<file path="config.mk">
export PLATFORM = sky130hd
export DESIGN_NAME = result_uart_tx
export DESIGN_NICKNAME = d
export VERILOG_FILES = /design/src/rtl/result_uart_tx.sv
export SDC_FILE = /design/constraint.sdc
export NUM_CORES = 1
export LEC_CHECK = 0
export CORE_UTILIZATION = 54
export DETAILED_ROUTE_END_ITERATION = 16
export PLACE_DENSITY = 0.8
export SETUP_SLACK_MARGIN = 0.02
export SYNTH_ARGS = -nofsm -noshare
export SYNTH_HDL_FRONTEND = slang
export SYNTH_SLANG_ARGS = --single-unit
</file>
<file path="constraint.sdc">
create_clock -name clk -period 2.57 [get_ports clk]
set_clock_uncertainty 0.05 [all_clocks]
set_input_delay 0.771 -clock clk [delete_from_list [all_inputs] [get_ports clk]]
set_output_delay 0.771 -clock clk [all_outputs]
set_load 0.01 [all_outputs]
</file>
<file path="src/rtl/result_uart_tx.sv">
// Serializes a 32-bit FPU result over a UART 8N1 line, most-significant byte first.
// Define RESULT_UART_TX_ASCII_HEX_EN to send 8 uppercase hex digits plus CR/LF instead.
module result_uart_tx #(
    parameter int CLKS_PER_BIT = 434
) (
    input  logic        clk,
    input  logic        reset,
    input  logic        start,
    input  logic [31:0] data_in,
    output logic        txd,
    output logic        busy,
    output logic        done
);

    localparam int BAUD_W = (CLKS_PER_BIT > 1) ? $clog2(CLKS_PER_BIT) : 1;
    localparam logic [BAUD_W-1:0] BAUD_LAST = BAUD_W'(CLKS_PER_BIT - 1);

`ifdef RESULT_UART_TX_ASCII_HEX_EN
    localparam int CHR_W = 4;
    localparam int SHIFT = 4;
    localparam logic [CHR_W-1:0] CHR_LAST = 4'd9;
`else
    localparam int CHR_W = 2;
    localparam int SHIFT = 8;
    localparam logic [CHR_W-1:0] CHR_LAST = 2'd3;
`endif

    typedef enum logic [1:0] {S_IDLE, S_START, S_DATA, S_STOP} state_e;

    state_e             state_q, state_d;
    logic [BAUD_W-1:0]  baud_q, baud_d;
    logic [2:0]         bit_q, bit_d;
    logic [CHR_W-1:0]   chr_q, chr_d;
    logic [31:0]        shreg_q, shreg_d;
    logic               done_q, done_d;
    logic [7:0]         cur_char;

    // The character on the wire always comes from the top of the shift register.
`ifdef RESULT_UART_TX_ASCII_HEX_EN
    logic [3:0] nib;
    always_comb begin
        nib = shreg_q[31:28];
        case (chr_q)
            4'd8:    cur_char = 8'h0D;
            4'd9:    cur_char = 8'h0A;
            default: cur_char = (nib < 4'd10) ? (8'h30 + {4'h0, nib}) : (8'h37 + {4'h0, nib});
        endcase
    end
`else
    assign cur_char = shreg_q[31:24];
`endif

    always_ff @(posedge clk or posedge reset) begin
        if (reset) begin
            state_q <= S_IDLE;
            baud_q  <= '0;
            bit_q   <= '0;
            chr_q   <= '0;
            shreg_q <= '0;
            done_q  <= 1'b0;
        end else begin
            state_q <= state_d;
            baud_q  <= baud_d;
            bit_q   <= bit_d;
            chr_q   <= chr_d;
            shreg_q <= shreg_d;
            done_q  <= done_d;
        end
    end

    always_comb begin
        state_d = state_q;
        baud_d  = baud_q;
        bit_d   = bit_q;
        chr_d   = chr_q;
        shreg_d = shreg_q;
        done_d  = 1'b0;
        if (state_q == S_IDLE) begin
            if (start) begin
                state_d = S_START;
                shreg_d = data_in;
                baud_d  = '0;
                bit_d   = '0;
                chr_d   = '0;
            end
        end else if (baud_q != BAUD_LAST) begin
            baud_d = baud_q + 1'b1;
        end else begin
            baud_d = '0;
            case (state_q)
                S_START: begin
                    state_d = S_DATA;
                    bit_d   = '0;
                end
                S_DATA: begin
                    if (bit_q == 3'd7) state_d = S_STOP;
                    else               bit_d   = bit_q + 1'b1;
                end
                S_STOP: begin
                    if (chr_q == CHR_LAST) begin
                        state_d = S_IDLE;
                        done_d  = 1'b1;
                    end else begin
                        // Next character starts immediately: no idle gap between frames.
                        state_d = S_START;
                        chr_d   = chr_q + 1'b1;
                        shreg_d = {shreg_q[31-SHIFT:0], SHIFT'(0)};
                    end
                end
                default: state_d = S_IDLE;
            endcase
        end
    end

    // txd is decoded from the state flop so an asynchronous reset idles the line at once.
    always_comb begin
        txd  = 1'b1;
        busy = (state_q != S_IDLE);
        done = done_q;
        case (state_q)
            S_START: txd = 1'b0;
            S_DATA:  txd = cur_char[bit_q];
            default: txd = 1'b1;
        endcase
    end

endmodule
</file>
# Yosys cells after proc, flatten, opt, wreduce, memory -nomap -nowiden
# Cells that the tools add are included.
# Widths: inputs -> output; s select.
[totals]
inputBits = 35
reg_bits = 49
elab_cells = 59
out_inout_bits = 3
[classes]
n_addsub = 3
n_eq_ne = 11
reduce_logical = 7
n_lt_le_gt_ge = 1
muxes = 31
[op_table]
columns = ["operator", "n"]
rows = [
  ["$mux 32", 5],
  ["$mux 9", 3],
  ["$mux 2", 9],
  ["$mux 3", 4],
  ["$add 9x1->9 const B", 1],
  ["$ne 9x9->1 const B", 1],
  ["$reduce_and 4->1", 2],
  ["$eq 2x2->1 const B", 3],
  ["$mux 1", 6],
  ["$ne 2x2->1 const B", 3],
  ["$ne 3x3->1 const B", 2],
  ["$pmux 2 s3", 1],
  ["$pmux 3 s2", 1],
  ["$lt 3x4->1 const B", 1],
  ["$reduce_bool 2->1", 2],
  ["$add 3x1->3 const B", 1],
  ["$bmux 1 s3", 1],
  ["$eq 3x3->1 const B", 1],
  ["$reduce_and 3->1", 1],
  ["$reduce_bool 3->1", 1],
  ["$add 2x1->2 const B", 1],
  ["$eq 2x1->1 const B", 1],
  ["$logic_not 2->1", 1],
  ["$pmux 1 s2", 1],
]

# Longest topological paths before layout
[depth]
word_depth = 5
depth_mapped = 8
depth_no_buf = 6

# Least setup slack after synthesis
# Ideal clock, no wire load.
[synth_timing]
path_kind = "register to output"
start = "register bit_q[0]"
end = "output txd"
slack_ns = 0.543
arrival_ns = 1.206
path_stages_with_launch = 4
required_ns = 1.749
path_buffers = 0
path_cell_list = "dfrtp_1 mux4_2 mux2i_1 a21boi_0"
[synth_between]
elab_chain_len = 3
[synth_lines]
columns = ["item", "line", "source"]
rows = [
  ["start: declaration", "32", "logic [2:0] bit_q, bit_d;"],
  ["start signal: assignment", "64", "bit_q <= bit_d;"],
  ["$bmux 1 s3", "122", "S_DATA: txd = cur_char[bit_q];"],
  ["$mux 1 (not written as such)", "122", ""],
  ["$pmux 1 s2", "120", "case (state_q)"],
  ["end: declaration", "10", "output logic txd,"],
]
# No other way between the ends. The select of a mux whose other input is x is not followed.

# Final worst setup path
# Same ends and word-level chain as after synthesis.

==> run metrics <==
sequential-to-total area share from yosys stat 0.492; WHS Endpoint chr_q[0]; drt pass-1 iters 4; initial antenna violation count 0; Total GRT Usage 0.220; final setup fails 0; Placed Area 2930 um^2; crit start category flip-flop; fillers 335; Core Region 4380 um^2; synth unique cells 36; total grt overflow 0; maximum vdd drop 0.538 mV; Antenna Nets Post-Route 0; fmax 405 MHz; dpl cells 331; status finished clean; clock-pin slew on the worst setup and hold paths 90 ps; H-tree Lvls 2; ratio of cells with drive above 1 in the final layout 0.0871; worst reg2reg endpoint bit_q[0]; largest net degree at the start of global routing 50; Yosys reg bits 49; Mapped Area 2490 um^2; WS Path Type reg -> out; Crit path required time 1750 ps; Syn. warnings 0; DRC viols 0; TritonCTS clock tree built; R2R depth 4; Syn Inst Count 246; fin crit share 0.961; area grow syn2layout 21.8%; Initial Utilization 0.569; number of global-route vias before repair 1808; CP arrival 1650 ps; routed wire length 4.80 mm; clk_lat worst skew 300 ps; pwr dens 1030 nW/um^2; Reg2Reg Setup Slack 320 ps; gpl congestion 0.853; Max FO, Critical Path 3; die height 70.0 um; clock sinks 49; R2R Path Start baud_q[3]; total of max-cap violations 0; Die W 70.0 um; Root Driver clkbuf_8; slew at the pin with the worst max-slew slack 645 ps; Final Non-Filler Cells 339; synthesized net count 290; clock buffer depth 2; I/O pin count 38; # diodes 0; min Tclk post-route 2470 ps; hold_sp chr_q[0]; static leakage 1.33 nW; Final Slew Violations 0; drt wl/cell 14.1 um; Iteration-0 DRC Markers 112; site row count 24; unrepaired setup endpoints after global routing false; Worst setup EP type output pin; Via-to-Cell Ratio 5.61; Die Area 4890 um^2; post-route cell area 3040 um^2; Inserted Clock Buffers 5; Hold Path Class reg -> reg; total number of vias 1903; Rel. slew slack 0.566; final hold vios 0; Final Power 3.14 mW; global-route wire length before repair 8.47 mm; Syn Area/Cell 10.1 um^2; HPWL after DPL 3.42 mm; hold depth 1; setup TNS 0 ps; fin nets 330; I/O Buffers 37
==> metrics by stage <==
stage / hold slack, ps / setup WS [ps] / util
after floorplan: 396 / 543 / -
after global placement: 417 / 72.8 / 0.669
after detailed placement: 448 / 42.6 / 0.669
after CTS: 459 / 55.4 / 0.692
after global routing: 474 / 21.1 / 0.693
final: 450 / 99.5 / 0.693
==> power by group <==
part           switching, mW  internal (mW)
clock                  0.247          0.243
combinational          0.725          0.618
sequential             0.217           1.09
total                   1.19           1.95
==> Yosys cell counts <==
library cell,count,area share
nand4_1,2,0.0050
or4b_1,1,0.0040
a21boi_0,1,0.0030
clkbuf_1,3,0.0045
clkinv_1,1,0.0015
a21o_1,2,0.0060
buf_2,4,0.0080
inv_1,6,0.0090
a211oi_1,1,0.0030
or2_2,1,0.0025
a22o_1,5,0.018
nor3_1,6,0.012
nor2_1,31,0.047
a31oi_1,3,0.0075
nand3b_1,1,0.0030
mux2_2,1,0.0045
nand2_1,24,0.036
o21ai_0,14,0.028
o21ai_1,1,0.0020
nand2b_1,3,0.0075
mux2i_1,26,0.10
a21oi_1,30,0.060
nor4b_1,1,0.0035
o22ai_1,1,0.0025
o2111ai_1,1,0.0035
mux4_2,2,0.018
nor4_1,3,0.0075
o41ai_4,1,0.011
and4_1,1,0.0035
buf_6,4,0.018
and3_1,1,0.0025
a41oi_1,1,0.0035
a311oi_1,2,0.0070
ha_1,9,0.045
nand3_1,3,0.0060
dfrtp_1,49,0.49
==> metal layers <==
metal | wire length, um | track usage | share of wire
met1 | 2330 | 0.318 | 0.49
met2 | 2220 | 0.337 | 0.46
met3 | 182 | 0.0462 | 0.038
met4 | 65 | 0.0667 | 0.014
met5 | 0 | 0 | 0
==> worst max-delay path by stage <==
stage / from / to / slack (ps)
after detailed placement: bit_q[0] / txd / 40
after global routing: bit_q[0] / txd / 20
after floorplan: bit_q[0] / txd / 540
final: bit_q[0] / txd / 100
after global placement: bit_q[0] / txd / 70
after CTS: state_q[0] / busy / 60
==> logic make-up after synthesis <==
logic type,Yosys count,synth area share
and+or+nand+nor,78,0.140
AOI/OAI and AO/OA,63,0.155
DFF,49,0.492
adders and majority gates,9,0.0452
buffers and inverters,18,0.0411
muxes,29,0.127
==> layout make-up <==
type | count | area [um^2] | area share
flip-flops and latches | 49 | 1230 | 0.404
multi-input cells | 179 | 1170 | 0.386
clock buffers | 7 | 96.3 | 0.0317
well taps | 52 | 65.1 | 0.0214
clock inverters | 1 | 5.00 | 0.00165
repair buffers | 44 | 445 | 0.147
inverters | 7 | 27.5 | 0.00906
==> cells in the final DEF (no fill, tap or decap), drive strengths merged, types with 2 or more instances in the layout <==
master,count
nor2,31
dfrtp,49
nand3,3
a311oi,2
clkdlybuf4s50,35
clkinv,2
nand2b,3
nand2,24
buf,8
nor4,3
mux4,2
a21oi,30
ha,9
nand4,2
a22o,5
nor3,6
clkbuf,7
inv,6
o21ai,15
a21o,2
mux2i,26
a31oi,3
==> timing repair <==
item / in CTS / in global routing
cloned: 0 / 0
gates resized for setup: 7 / 1
hold buffers: 0 / 0
setup endpoints to repair: 2 / 2
hold endpoints to repair: 0 / 0
pin swaps: 0 / 1
buffers inserted: 0 / 0
==> registers in the layout, indices dropped and copies added, names as in the netlist <==
| register | flops |
|---|---|
| bit_q | 3 |
| shreg_q | 32 |
| baud_q | 9 |
| chr_q | 2 |
| state_q | 2 |
| done | 1 |
==> worst max-delay path: stages (launching register included) <==
cell and delay, ps:
dfrtp_1 410, mux4_2 520, mux2i_2 190, a21boi_1 80, buf_2 140
(Power assumes the default switching activity.)
